--- src/rtl/lane_renderer.sv ---
`default_nettype none
// ============================================================================
//  Module      : lane_renderer
//  Description : Multi-lane vertical stripe renderer for the VGA note highway.
//                Draws N_LANES coloured stripes from the pixel coordinate
//                stream. A lane flashes for FLASH_FRAMES frames after a
//                button press, and each lane shows a hit-zone band.
//                Output colour is registered (1-cycle latency).
//  Ports       : clk        - pixel/system clock
//                rst_n      - synchronous active-low reset
//                col, row   - current pixel coordinate (10 bits each)
//                valid      - high inside the visible region
//                lane_btn   - debounced, synchronised lane buttons (level)
//                lane_rgb   - registered 6-bit RGB pixel colour
//                lane_flash - per-lane flash indicator (registered state)
//  Revision    : 1.0 - initial release
// ============================================================================
module lane_renderer #(
    parameter int                   N_LANES      = 5,
    parameter int                   LANE_X0      = 105,
    parameter int                   LANE_PITCH   = 70,
    parameter int                   STRIPE_W     = 35,
    parameter logic [6*N_LANES-1:0] LANE_COLORS  = 30'b110100_000011_111100_110000_001100,
    parameter logic [5:0]           FLASH_RGB    = 6'b111111,
    parameter logic [5:0]           HIT_RGB      = 6'b101010,
    parameter int                   HIT_Y0       = 400,
    parameter int                   HIT_Y1       = 420,
    parameter int                   FLASH_FRAMES = 6,
    parameter int                   V_VISIBLE    = 480
) (
    input  logic               clk,
    input  logic               rst_n,
    input  logic [9:0]         col,
    input  logic [9:0]         row,
    input  logic               valid,
    input  logic [N_LANES-1:0] lane_btn,
    output logic [5:0]         lane_rgb,
    output logic [N_LANES-1:0] lane_flash
);

    // ------------------------------------------------------------------
    // Elaboration-time parameter sanity checks
    // ------------------------------------------------------------------
    generate
        if (N_LANES < 1 || N_LANES > 8) begin : g_bad_lanes
            $error("lane_renderer: N_LANES must be in 1..8");
        end
        if (LANE_X0 + (N_LANES - 1) * LANE_PITCH + STRIPE_W > 1023) begin : g_bad_geometry
            $error("lane_renderer: last lane extends beyond column 1023");
        end
        if (FLASH_FRAMES < 1 || FLASH_FRAMES > 255) begin : g_bad_flash
            $error("lane_renderer: FLASH_FRAMES must be in 1..255");
        end
    endgenerate

    localparam logic [7:0] c_flash_frames = 8'(FLASH_FRAMES);
    localparam logic [9:0] c_v_visible    = 10'(V_VISIBLE);
    localparam logic [9:0] c_hit_y0       = 10'(HIT_Y0);
    localparam logic [9:0] c_hit_y1       = 10'(HIT_Y1);

    typedef enum logic [0:0] {
        S_IDLE  = 1'b0,
        S_FLASH = 1'b1
    } lane_state_t;

    logic [N_LANES-1:0] r_btn_d;
    logic [N_LANES-1:0] w_press;
    logic [N_LANES-1:0] w_in_lane;
    logic [N_LANES-1:0] w_flashing;
    logic               r_frame_cond_d;
    logic               w_frame_cond;
    logic               w_tick;

    // ------------------------------------------------------------------
    // Button edge detect and frame tick. The history register resets to
    // all ones so a button held through reset must be released first.
    // The frame tick is edge-detected so a divided pixel clock that holds
    // (row,col) for several cycles still yields a single pulse per frame.
    // ------------------------------------------------------------------
    assign w_press      = lane_btn & ~r_btn_d;
    assign w_frame_cond = (row == c_v_visible) && (col == 10'd0);
    assign w_tick       = w_frame_cond & ~r_frame_cond_d;

    always_ff @(posedge clk) begin
        if (!rst_n) begin
            r_btn_d        <= '1;
            r_frame_cond_d <= 1'b0;
        end else begin
            r_btn_d        <= lane_btn;
            r_frame_cond_d <= w_frame_cond;
        end
    end

    // ------------------------------------------------------------------
    // Per-lane geometry and flash FSM
    // ------------------------------------------------------------------
    generate
        for (genvar g = 0; g < N_LANES; g++) begin : g_lane
            localparam logic [10:0] c_lo = 11'(LANE_X0 + g * LANE_PITCH);
            localparam logic [10:0] c_hi = 11'(LANE_X0 + g * LANE_PITCH + STRIPE_W);

            lane_state_t r_state;
            lane_state_t w_state_nxt;
            logic [7:0]  r_cnt;
            logic [7:0]  w_cnt_nxt;

            // Strict bounds on both sides: the begin column itself is excluded.
            assign w_in_lane[g]  = ({1'b0, col} > c_lo) && ({1'b0, col} < c_hi);
            assign w_flashing[g] = (r_state == S_FLASH);

            always_ff @(posedge clk) begin
                if (!rst_n) begin
                    r_state <= S_IDLE;
                    r_cnt   <= 8'd0;
                end else begin
                    r_state <= w_state_nxt;
                    r_cnt   <= w_cnt_nxt;
                end
            end

            // A press (new or retrigger) outranks a same-cycle frame tick.
            always_comb begin
                w_state_nxt = r_state;
                w_cnt_nxt   = r_cnt;
                case (r_state)
                    S_IDLE: begin
                        if (w_press[g]) begin
                            w_state_nxt = S_FLASH;
                            w_cnt_nxt   = c_flash_frames;
                        end
                    end
                    S_FLASH: begin
                        if (w_press[g]) begin
                            w_cnt_nxt = c_flash_frames;
                        end else if (w_tick) begin
                            if (r_cnt == 8'd1) begin
                                w_state_nxt = S_IDLE;
                                w_cnt_nxt   = 8'd0;
                            end else begin
                                w_cnt_nxt = r_cnt - 8'd1;
                            end
                        end
                    end
                    default: begin
                        w_state_nxt = S_IDLE;
                        w_cnt_nxt   = 8'd0;
                    end
                endcase
            end
        end
    endgenerate

    assign lane_flash = w_flashing;

    // ------------------------------------------------------------------
    // Colour selection: lowest-index lane wins; uses registered flash state.
    // ------------------------------------------------------------------
    logic       w_win_any;
    logic       w_win_flash;
    logic [5:0] w_win_rgb;
    logic       w_hit_row;
    logic [5:0] w_rgb_nxt;

    always_comb begin
        w_win_any   = 1'b0;
        w_win_flash = 1'b0;
        w_win_rgb   = 6'd0;
        // Walk from the top index down so the lowest matching lane is last to write.
        for (int i = N_LANES - 1; i >= 0; i--) begin
            if (w_in_lane[i]) begin
                w_win_any   = 1'b1;
                w_win_flash = w_flashing[i];
                w_win_rgb   = LANE_COLORS[6*i +: 6];
            end
        end
    end

    assign w_hit_row = (row >= c_hit_y0) && (row <= c_hit_y1);

    always_comb begin
        w_rgb_nxt = 6'd0;
        if (valid && w_win_any) begin
            if (w_win_flash) begin
                w_rgb_nxt = FLASH_RGB;
            end else if (w_hit_row) begin
                w_rgb_nxt = HIT_RGB;
            end else begin
                w_rgb_nxt = w_win_rgb;
            end
        end
    end

    always_ff @(posedge clk) begin
        if (!rst_n) begin
            lane_rgb <= 6'd0;
        end else begin
            lane_rgb <= w_rgb_nxt;
        end
    end

endmodule
`default_nettype wire
--- config.mk ---
export PLATFORM = sky130hd
export DESIGN_NAME = lane_renderer
export DESIGN_NICKNAME = d
export VERILOG_FILES = /design/src/rtl/lane_renderer.sv
export SDC_FILE = /design/constraint.sdc
export NUM_CORES = 1
export LEC_CHECK = 0
export BUFFER_PORTS_ARGS = -buffer_cell sky130_fd_sc_hd__buf_2
export CAP_MARGIN = 20
export CORE_MARGIN = 2
export CORE_UTILIZATION = 50
export DETAILED_ROUTE_END_ITERATION = 16
export PLACE_DENSITY = 0.73
export SLEW_MARGIN = 40
export SYNTH_ARGS = -nofsm -noshare
export SYNTH_HDL_FRONTEND = slang
export SYNTH_SLANG_ARGS = --single-unit
--- constraint.sdc ---
create_clock -name clk -period 2.2 [get_ports clk]
set_clock_uncertainty 0.15 [all_clocks]
set_input_delay 0.44 -clock clk [delete_from_list [all_inputs] [get_ports clk]]
set_output_delay 0.44 -clock clk [all_outputs]
set_load 0.05 [all_outputs]
=== Yosys cells after proc, flatten, opt, wreduce, memory -nomap -nowiden ===
Cells that the tools add are included.
Widths: inputs -> output; s select.

* Bits in registers: 57
* Word-level logic and storage cells: 137
* Output and inout bits: 11
* Bits of input ports: 28

* $add $sub $neg: 5
* $lt $le $gt $ge: 12
* Bitwise logic cells: 9
* Equality and inequality tests: 16
* Multiplexer cells: 67
* Reduce and logical (&&, ||, !) cells: 15

{| class="wikitable"
|+ Operator list
! cell !! count
|-
| $mux 8 || 20
|-
| $pmux 8 s2 || 5
|-
| $mux 6 || 7
|-
| $eq 8x1->1 const B || 5
|-
| $sub 8x1->8 const B || 5
|-
| $lt 10x9->1 const B || 3
|-
| $mux 1 || 30
|-
| $gt 10x8->1 const B || 2
|-
| $gt 10x9->1 const B || 2
|-
| $lt 10x8->1 const B || 2
|-
| $ne 3x3->1 const B || 5
|-
| $reduce_and 2->1 || 6
|-
| $eq 10x9->1 const B || 1
|-
| $ge 10x9->1 const B || 1
|-
| $gt 10x7->1 const B || 1
|-
| $le 10x9->1 const B || 1
|-
| $logic_not 10->1 || 1
|-
| $ne 2x2->1 const B || 5
|-
| $pmux 1 s2 || 5
|-
| $logic_and 1x1->1 || 8
|-
| $not 1->1 || 6
|-
| $and 5x5->5 || 1
|-
| $not 5->5 || 1
|-
| $and 1x1->1 || 1
|}

=== Logic depth before layout (Yosys ltp) ===
Gate-level depths: netlist of the first run.

* Depth after elaboration: 9
* Gate-level depth with buffers: 8
* Depth with buffers taken out: 7

=== Least setup slack after synthesis of the first run ===
OpenSTA, ideal clock, no wires.

* Kind: input port to flip-flop
* Start point: input port col[4]
* End point: register lane_rgb[1]
* Path buffers: 1
* Library setup time: 0.140 ns
* Stages on the path: 7
* Data arrival time: 1.971 ns
* Path slack: -0.061 ns
* Data required time: 1.910 ns
* Cell sequence: buf_2 > or4_1 > o211ai_1 > and2_1 > o21ai_2 > o311ai_4 > a41oi_1

* Cells in the longest elaborated chain, start to end: 9
* Elaborated cells between the ends (all ways): 33
* Those cells by class: order compare: 10; mux: 16; reduce/logical: 7

{| class="wikitable"
|+ Ends and longest elaborated chain
! item !! line !! text
|-
| from (decl) || 33 || <nowiki>input logic [9:0] col,</nowiki>
|-
| $gt 10x9->1 / $lt 10x9->1 (equally long branches) || 108 || <nowiki>assign w_in_lane[g] = ({1'b0, col} > c_lo) && ({1'b0, col} < c_hi);</nowiki>
|-
| $logic_and 1x1->1 || 108 ||
|-
| $mux 1 (5 in series) || 170 || <nowiki>if (w_in_lane[i]) begin</nowiki>
|-
| $logic_and 1x1->1 || 182 || <nowiki>if (valid && w_win_any) begin</nowiki>
|-
| $reduce_and 2->1 (no source line) || n/a ||
|-
| to (signal assigned) || 197 || <nowiki>lane_rgb <= w_rgb_nxt;</nowiki>
|-
| to (decl) || 37 || <nowiki>output logic [5:0] lane_rgb,</nowiki>
|}

Several ways; a longest one is shown, not always the timed one.
A chain may end at the register's enable or synchronous reset.

=== Final worst setup path of the first run ===
* Start point: input port col[4]
* End point: register lane_rgb[2]

* Cells in the longest elaborated chain, start to end: 9
* Elaborated cells between the ends (all ways): 34
* Those cells by class: order compare: 10; mux: 17; reduce/logical: 7

{| class="wikitable"
|+ Ends and longest elaborated chain
! item !! line
|-
| $gt 10x9->1 / $lt 10x9->1 (equally long branches) || 108
|-
| $logic_and 1x1->1 || 108
|-
| $mux 6 / $mux 1 (equally long branches) (5 in series) || 170
|-
| $mux 6 / $logic_and 1x1->1 (equally long branches) || 185, 182
|-
| $mux 6 / $reduce_and 2->1 (equally long branches) || n/a
|}

Several ways; a longest one is shown, not always the timed one.

==> metrics.txt, run 1 <==
power per cell area=584 nW/um2; post-route cell area=3940 um2; DP Wirelength=5.69 mm; Worst-Skew Late Latency=340 ps; Setup-failing EPs final=0; min Tclk post-route=2060 ps; worst hold path depth=2; clock slew seen by the registers of the worst setup and hold paths=70 ps; asr flop ratio synth=0; Netlist Area Pre-Place=3280 um2; share of cells above drive strength 1=0.237; Peak VDD IR=0.410 mV; worst-margin pin slew=561 ps; initial drt markers=158; number of iterations in the first detailed-routing pass=4; Port Buffers=38; n_diodes=0; vias per cell=5.67; Remaining DRCs=0; RePlAce Congestion=0.905; Hold Violations, Final=0; Die Y=85.0 um; max frequency=486 MHz; setup ws final=144 ps; CTS sink count=57; post-CTS setup buffers=0; pin count of the biggest net entering global routing=16; Max Slew Vio Count=0; synthesized flop and latch total=57; Yosys warnings=0; FF-to-FF Start=g_lane[2].r_cnt[3]; Hold-fix buffers, CTS=0; crit path max fanout=10; final wirelength=7.57 mm; Yosys cell types=66; Seq/Total Area, Yosys=0.348; total congestion overflow=0; Crit Path Class=in2reg; startpoint types=primary input; post-CTS sizing=0; EDFF count, synth=0; routed via count=3097; HP Start=lane_btn[1]; I/O pin cnt=39; area grow syn2layout=20.2%; htree depth=3; relative max-transition margin=0.623; row count=29; Place WS=-207 ps; core area=6350 um2; Avg Cell Area, Syn=8.27 um2; GRT Util Overall=0.215; synthesized net count=434; leak pwr=1.60 nW; CTS tree=done; status=complete, no violations; Max Cap Viol=0; Post-DP Area=3740 um2; Worst Setup SP=col[4]; TritonCTS Buffers=9; Final #Nets=502; CTS root buf=clkbuf_8; hold crit path type=in2reg; global-route wire length before repair=12.7 mm; vias in the first global route=2884; CP Capture Type=flop; crit path DAT=2110 ps; RSZ-0062 raised after global routing=no; Top FF cell, synth=dfxtp_1; Mapped Cells=396; Starting Density=0.516; Routed Antenna Nets=0; initial antenna violation count=0; Die ar.=7220 um2; period utilisation layout=0.934; die width=85.0 um; routed length per placed instance=13.9 um; worst reg2reg path depth=6; CP required=2260 ps; CTS Buffer Depth=2
through the flow:
stage	std cells	power (mW)	util	TNS [ps]	hold WS, ps
after CTS	546	2.32	0.620	0	142
after floorplan	396	1.27	-	0	285
after global placement	530	1.35	0.589	-1070	294
after detailed placement	530	1.35	0.589	-2200	313
final	546	2.30	0.620	0	151
after global routing	546	2.40	0.620	0	149
placed cells by master, fill, tap and decap left out, types with 10 or more instances in the layout:
cell type | synthesis | final
nand4_1 | 10 | 10
dfxtp_1 | 57 | 57
nand2_1 | 41 | 41
ha_1 | 10 | 10
o21ai_0 | 20 | 20
nor3_1 | 15 | 15
buf_2 | 5 | 38
nor2_1 | 36 | 36
inv_1 | 20 | 20
clkbuf_8 | 0 | 10
nand3_1 | 12 | 12
a21oi_1 | 40 | 40
buf_4 | 8 | 35
nand2b_1 | 11 | 11
worst paths after layout:
kind                   endpoint  slack (ps)
max reg2reg  g_lane[2].r_cnt[6]         150
min reg2reg  g_lane[1].r_cnt[7]         320
max                 lane_rgb[2]         140
min                  r_btn_d[1]         150
flip-flops by register name (all words and copies together) (netlist names):
name            cells
g_lane.r_state      5
lane_rgb            6
r_frame_cond_d      1
g_lane.r_cnt       40
r_btn_d             5
where the power goes:
part / switching (mW) / leakage (nW) / total (mW) / internal (mW)
clock: 0.416 / 0.0953 / 0.966 / 0.550
combinational: 0.157 / 1.04 / 0.264 / 0.107
sequential: 0.0192 / 0.463 / 1.07 / 1.05
Yosys cell counts (2+ instances only):
cell type,number,area share
or3_1,5,0.0095
clkbuf_1,3,0.0034
xor2_1,3,0.0080
and3b_1,2,0.0053
nand4b_1,4,0.011
o31ai_1,4,0.0092
nand3b_1,6,0.014
nor2_1,36,0.041
nand2b_1,11,0.021
a31oi_1,6,0.011
dfxtp_1,57,0.35
or4_1,4,0.0092
and3_1,4,0.0076
nor3b_1,4,0.0092
nor4bb_1,2,0.0061
mux2i_1,6,0.018
o211ai_1,2,0.0046
nor3_1,15,0.023
nand4_1,10,0.019
a21oi_1,40,0.061
a41oi_1,2,0.0053
inv_1,20,0.023
buf_4,8,0.018
o21a_1,2,0.0046
nand3_2,2,0.0061
nand3_1,12,0.018
a211o_1,4,0.011
nor4b_4,3,0.022
nor3_2,3,0.0092
or3b_1,2,0.0053
a311oi_1,2,0.0053
nor4_1,4,0.0076
o21ai_0,20,0.031
a21o_1,2,0.0046
nor2b_1,2,0.0038
buf_2,5,0.0076
ha_1,10,0.038
nand2_1,41,0.047
area by class of cell:
class / instances / area [um2]
Clock buffer: 11 / 141
Tap cell: 77 / 96.3
Fill cell: 558 / 2410
Clock inverter: 5 / 55.1
Sequential cell: 57 / 1140
Timing Repair Buffer: 74 / 473
Multi-Input combinational cell: 302 / 1960
Inverter: 20 / 75.1
critical path, cell delays in order:
cell and delay, ps:
buf_2 160, or4_1 530, o211ai_1 250, and2_1 210, o21ai_2 90, o311ai_4 330
a21oi_1 90
per-layer routing:
| metal | global-route usage | wire length, um | vias to the layer above |
|---|---|---|---|
| met5 | 0 | 0 | - |
| met4 | 0.0924 | 97 | 0 |
| met1 | 0.272 | 3470 | 1454 |
| met3 | 0.0360 | 267 | 9 |
| met2 | 0.362 | 3730 | 58 |
| li1 | - | - | 1576 |
logic make-up after synthesis:
group	share of synthesized area
adders and majority gates	0.0382
xor gates and xnor gates	0.0107
muxes	0.0218
DFF	0.348
AOI/OAI and AO/OA	0.197
buffers and inverters	0.0557
and+or+nand+nor	0.328
(Power assumes the default switching activity.)
==> run 2: changes to the inputs <==
--- a/config.mk
+++ b/config.mk
@@ -10,7 +10,7 @@
 export CORE_MARGIN = 2
 export CORE_UTILIZATION = 50
 export DETAILED_ROUTE_END_ITERATION = 16
-export PLACE_DENSITY = 0.73
+export PLACE_DENSITY = 0.68
 export SLEW_MARGIN = 40
 export SYNTH_ARGS = -nofsm -noshare
 export SYNTH_HDL_FRONTEND = slang
==> constraint.sdc (replaced) <==
create_clock -name clk -period 2.4 [get_ports clk]
set_clock_uncertainty 0.15 [all_clocks]
set_input_delay 0.48 -clock clk [delete_from_list [all_inputs] [get_ports clk]]
set_output_delay 0.48 -clock clk [all_outputs]
set_load 0.05 [all_outputs]
==> run 2 against run 1 <==
Effect of this change:
- critical path depth shrank 2
- worst hold slack gained 44 ps
- register-to-register slack gained 130 ps
- sequential power shrank 8%
- cell count shrank 3.3%
- setup slack gained 140 ps
- cell area shrank 3.6%
- sequential share of layout area grew 1.1 points
- first-iteration DRC count shrank 7.6%
- power shrank 7.7%
- largest cell class unchanged
==> metrics.txt, run 2 (synthesis results as in run 1) <==
status=complete, no violations; core area=6350 um2 (unchanged); DP Wirelength=5.47 mm (-3.8%); final wirelength=7.21 mm (-4.7%); Remaining DRCs=0 (unchanged); routed via count=3028 (-2.2%); Starting Density=0.516 (unchanged); Die ar.=7220 um2 (unchanged); CTS sink count=57 (unchanged); CTS Buffer Depth=2 (unchanged); initial drt markers=146 (-7.6%); clock slew seen by the registers of the worst setup and hold paths=70 ps (about the same); CTS root buf=clkbuf_8; Setup-failing EPs final=0 (unchanged); most frequent cells in the layout=dfxtp_1, nand2_1, a21oi_1; Placed Instances=512 (-3.4%); Final #Nets=484 (-3.6%); number of iterations in the first detailed-routing pass=4 (unchanged); TritonCTS Buffers=9 (unchanged); commonest non-fill, non-tap cell in the layout=dfxtp_1; vias in the first global route=2768 (-4.0%); area grow syn2layout=15.9%; total congestion overflow=0 (unchanged); worst-margin pin slew=618 ps (+57.9 ps); Port Buffers=38 (unchanged); clock power share=0.432 (+0.012); max frequency=472 MHz; share of cells above drive strength 1=0.204 (-0.0327); I/O pin cnt=39 (unchanged); vias per cell=5.73 (+1.1%); Top reg by flops=g_lane.r_cnt; Die Y=85.0 um (unchanged); row count=29 (unchanged); Sw Share=0.253 (-0.00453); Top Registers=g_lane.r_cnt: 40 flops, lane_rgb: 6 flops; global-route wire length before repair=12.2 mm (-4.1%); CP required=2510 ps (+250 ps); Hold Violations, Final=0 (unchanged); htree depth=3 (unchanged); Max Slew Vio Count=0 (unchanged); routed length per placed instance=13.7 um (-1.4%); Psw=0.538 mW (-9.3%); pin count of the biggest net entering global routing=16 (unchanged); RePlAce Congestion=0.954 (+5.3%); Max Cap Viol=0 (unchanged); leak pwr=1.51 nW (-5.5%); relative max-transition margin=0.585 (-0.0389); GRT Util Overall=0.210 (-0.00537); min Tclk post-route=2120 ps; startpoint types=flop; initial antenna violation count=0 (unchanged); post-CTS sizing=0 (unchanged); Worst-Skew Late Latency=340 ps (about the same); power per cell area=560 nW/um2 (-4.2%); post-CTS setup buffers=0 (unchanged); Comb pwr share=0.105 (-0.010); CP Capture Type=flop; Fin Setup TNS=0 ps (unchanged); hold crit path type=in2reg; Flop pwr share=0.463 (-0.003); Int Power=1.59 mW (-7.1%); RSZ-0062 raised after global routing=no; die width=85.0 um (unchanged); crit path max fanout=6 (-4); Peak VDD IR=0.342 mV (-17%); Routed Antenna Nets=0 (unchanged); Crit Path Class=reg2reg; n_diodes=0 (unchanged); CTS tree=done; crit path DAT=2230 ps (+120 ps); setup ws final=283 ps (+139 ps); Place WS=-49.0 ps (+158 ps); Post-Layout Cell Count=528 (-3.3%); max FFs per register=40 (unchanged); fin util=0.598 (-0.0223); Hold-fix buffers, CTS=0 (unchanged); period utilisation layout=0.882
run 2: changes by cell type in the layout (fill, tap and decap cells not counted), sizes merged:
cell	before	now
buf	74	56
clkbuf	11	12
clkinvlp	2	1
run 2: layer usage:
| metal | routed length, um | track usage | share of wire | vias up |
|---|---|---|---|---|
| li1 | - | - | - | 1541 |
| met1 | 3370 | 0.257 | 0.47 | 1428 |
| met2 | 3500 | 0.352 | 0.49 | 50 |
| met3 | 242 | 0.0545 | 0.034 | 9 |
| met4 | 95 | 0.0808 | 0.013 | 0 |
| met5 | 0 | 0 | 0 | - |
run 2: cell type report:
class,instances,area [um2]
fillers,591,2550
clock buffers,12,155
repair buffers,56,325
well taps,77,96.3
inverters,20,75.1
multi-input cells,302,1950
clock inverters,4,51.3
flip-flops and latches,57,1140
run 2: final timing paths:
check / startpoint / to / slack [ps] / cells past startpoint
max reg2reg: g_lane[3].r_state / lane_rgb[5] / 280 / 5
min: lane_btn[3] / r_btn_d[3] / 190 / 2
min reg2reg: g_lane[3].r_cnt[3] / g_lane[3].r_cnt[3] / 330 / 2
max: g_lane[3].r_state / lane_rgb[5] / 280 / 5
run 2: per-stage QoR:
step	hold WS (ps)	area [um2]	power (mW)
floorplan	285	3280	1.16
global placement	296	3590	1.22
detailed placement	328	3590	1.23
CTS	182	3800	2.14
global route	180	3800	2.23
finish	195	3800	2.13
run 2: power by group through the flow:
stage	registers, mW	clock network [mW]	logic [mW]
CTS	0.984	0.937	0.224
detailed placement	1.01	0	0.223
finish	0.985	0.917	0.224
global placement	1.00	0	0.218
global route	0.987	0.990	0.251
floorplan	1.00	0	0.161
run 2: critical path: stages, from the launching register on:
cell and delay [ps]:
dfxtp_1 510, a311oi_1 150, a211oi_1 290, nor3_1 80, or4_1 640, a41oi_1 230
==> run 3: changes to the inputs <==
--- a/config.mk
+++ b/config.mk
@@ -10,7 +10,9 @@
 export CORE_MARGIN = 2
 export CORE_UTILIZATION = 50
 export DETAILED_ROUTE_END_ITERATION = 16
+export GPL_TIMING_DRIVEN = 0
 export PLACE_DENSITY = 0.68
+export RECOVER_POWER = 100
 export SLEW_MARGIN = 40
 export SYNTH_ARGS = -nofsm -noshare
 export SYNTH_HDL_FRONTEND = slang
==> run 3 against run 2 <==
Effect of this change:
- sequential share of layout area increased by 0.29 points
- critical endpoint is now g_lane[2].r_cnt[6]
- count of clock-buffer cells in the layout up 1
- combinational power barely moved
- largest power group is now the clock network
- non-clock buffer count fell by 4
- via count fell by 2.5%
- largest cell class unchanged
- highest routed layer unchanged
- worst hold slack lost 4.1 ps
- global-route usage is 0.085 points higher
- critical path depth increased by 1
==> metrics.txt, run 3 (synthesis results as in run 1) <==
status=complete, no violations; Die ar.=7220 um2 (unchanged); die width=85.0 um (unchanged); RePlAce Congestion=0.852 (-11%); CTS Buffer Depth=2 (unchanged); number of iterations in the first detailed-routing pass=4 (unchanged); reg2reg setup slack=150 ps (-140 ps); CTS sink count=57 (unchanged); Max Cap Viol=0 (unchanged); fill count=596 (+0.85%); FF-to-FF Start=g_lane[2].r_cnt[2]; DP Wirelength=5.37 mm (-1.7%); RSZ-0062 raised after global routing=no; Routed Antenna Nets=0 (unchanged); area grow syn2layout=14.8%; max FFs per register=40 (unchanged); relative max-transition margin=0.571 (-0.0138); Post-Layout Cell Count=523 (-0.95%); vias in the first global route=2713 (-2.0%); Max Slew Vio Count=0 (unchanged); Hold Violations, Final=0 (unchanged); initial antenna violation count=0 (unchanged); core area=6350 um2 (unchanged); power per cell area=595 nW/um2 (+6.4%); Post-DP Area=3550 um2 (-1.2%); Starting Density=0.516 (unchanged); crit path DAT=2330 ps (+100 ps); n_diodes=0 (unchanged); I/O pin cnt=39 (unchanged); leak pwr=1.44 nW (-4.9%); vias per cell=5.64 (-1.6%); post-route cell area=3760 um2 (-0.96%); routed via count=2951 (-2.5%); Hold-fix buffers, CTS=0 (unchanged); global-route wire length before repair=12.3 mm (+0.90%); period utilisation layout=0.939 (+0.0568); commonest non-fill, non-tap cell in the layout=dfxtp_1; Worst-Skew Late Latency=330 ps (about the same); pin count of the biggest net entering global routing=11 (-5); CTS root buf=clkbuf_8; Setup-failing EPs final=0 (unchanged); most frequent cells in the layout=dfxtp_1, nand2_1, a21oi_1; post-CTS sizing=0 (unchanged); Fin Setup TNS=0 ps (unchanged); min Tclk post-route=2250 ps (+136 ps); Top reg by flops=g_lane.r_cnt; Crit Path Class=reg2reg; CP Capture Type=flop; htree depth=3 (unchanged); Die Y=85.0 um (unchanged); crit path max fanout=7 (+1); worst-margin pin slew=639 ps (+20.1 ps); share of cells above drive strength 1=0.159 (-0.0448); clock slew seen by the registers of the worst setup and hold paths=60 ps (about the same); CTS tree=done; worst reg2reg path depth=6 (+1); total congestion overflow=0 (unchanged); Port Buffers=35 (-7.9%); Final #Nets=480 (-0.83%); hold crit path type=in2reg; crit path to=g_lane[2].r_cnt[6]; Placed Instances=508 (-0.78%); post-CTS setup buffers=0 (unchanged); TritonCTS Buffers=9 (unchanged); Peak VDD IR=0.402 mV (+17%); Top Registers=g_lane.r_cnt: 40 flops, lane_rgb: 6 flops; Hold WS=191 ps (-4.06 ps); row count=29 (unchanged); startpoint types=flop; fin util=0.592 (-0.00571); initial drt markers=115 (-21%); Worst Setup SP=g_lane[2].r_cnt[2]; final wirelength=7.19 mm (-0.28%); R2R Path End=g_lane[2].r_cnt[6]; CP required=2480 ps (-30 ps); Remaining DRCs=0 (unchanged); max frequency=444 MHz (-6.0%); routed length per placed instance=13.8 um (+0.68%); GRT Util Overall=0.211 (+0.000845)
run 3: area by class of cell:
class	instances	area [um2]	share of cell area
well taps	77	96.3	0.0256
clock buffers	13	169	0.0449
clock inverters	2	60.1	0.0160
plain buffers	17	106	0.0283
flip-flops and latches	57	1140	0.303
multi-input cells	302	1950	0.519
repair buffers	35	160	0.0426
inverters	20	75.1	0.0200
run 3: through the flow:
step | power, mW | setup slack (ps)
CTS | 2.26 | 162
global route | 2.33 | 6.05
global placement | 1.23 | -141
detailed placement | 1.23 | -155
floorplan | 1.16 | 99.0
finish | 2.24 | 146
run 3: routing by layer:
metal / wire length (um) / GRT usage / up-vias
met5: 0 / 0 / -
met3: 266 / 0.0506 / 7
li1: - / - / 1534
met2: 3370 / 0.331 / 54
met4: 82 / 0.0750 / 0
met1: 3480 / 0.283 / 1356
run 3: worst min-delay path by stage:
stage	start	to	slack, ps	cells after the start
2_1_floorplan	g_lane[1].r_cnt[7]	g_lane[1].r_cnt[7]	290	2
3_3_place_gp	g_lane[1].r_cnt[7]	g_lane[1].r_cnt[7]	300	2
3_5_place_dp	g_lane[1].r_cnt[7]	g_lane[1].r_cnt[7]	310	2
4_1_cts	lane_btn[1]	r_btn_d[1]	190	2
5_1_grt	lane_btn[4]	r_btn_d[4]	200	2
6_report	lane_btn[1]	r_btn_d[1]	190	2
run 3: worst max-delay path, cell delays in order, from the launching register on:
cell and delay, ps:
dfxtp_1 360, or4_1 620, nor4b_4 400, nor2_1 120
nand3_2 150, nor3_1 70, a211o_1 270
run 3: report_power, final:
group | switching (mW) | internal (mW) | total (mW)
sequential | 0.0167 | 0.965 | 0.982
clock | 0.366 | 0.665 | 1.03
combinational | 0.140 | 0.0870 | 0.227
total | 0.523 | 1.72 | 2.24
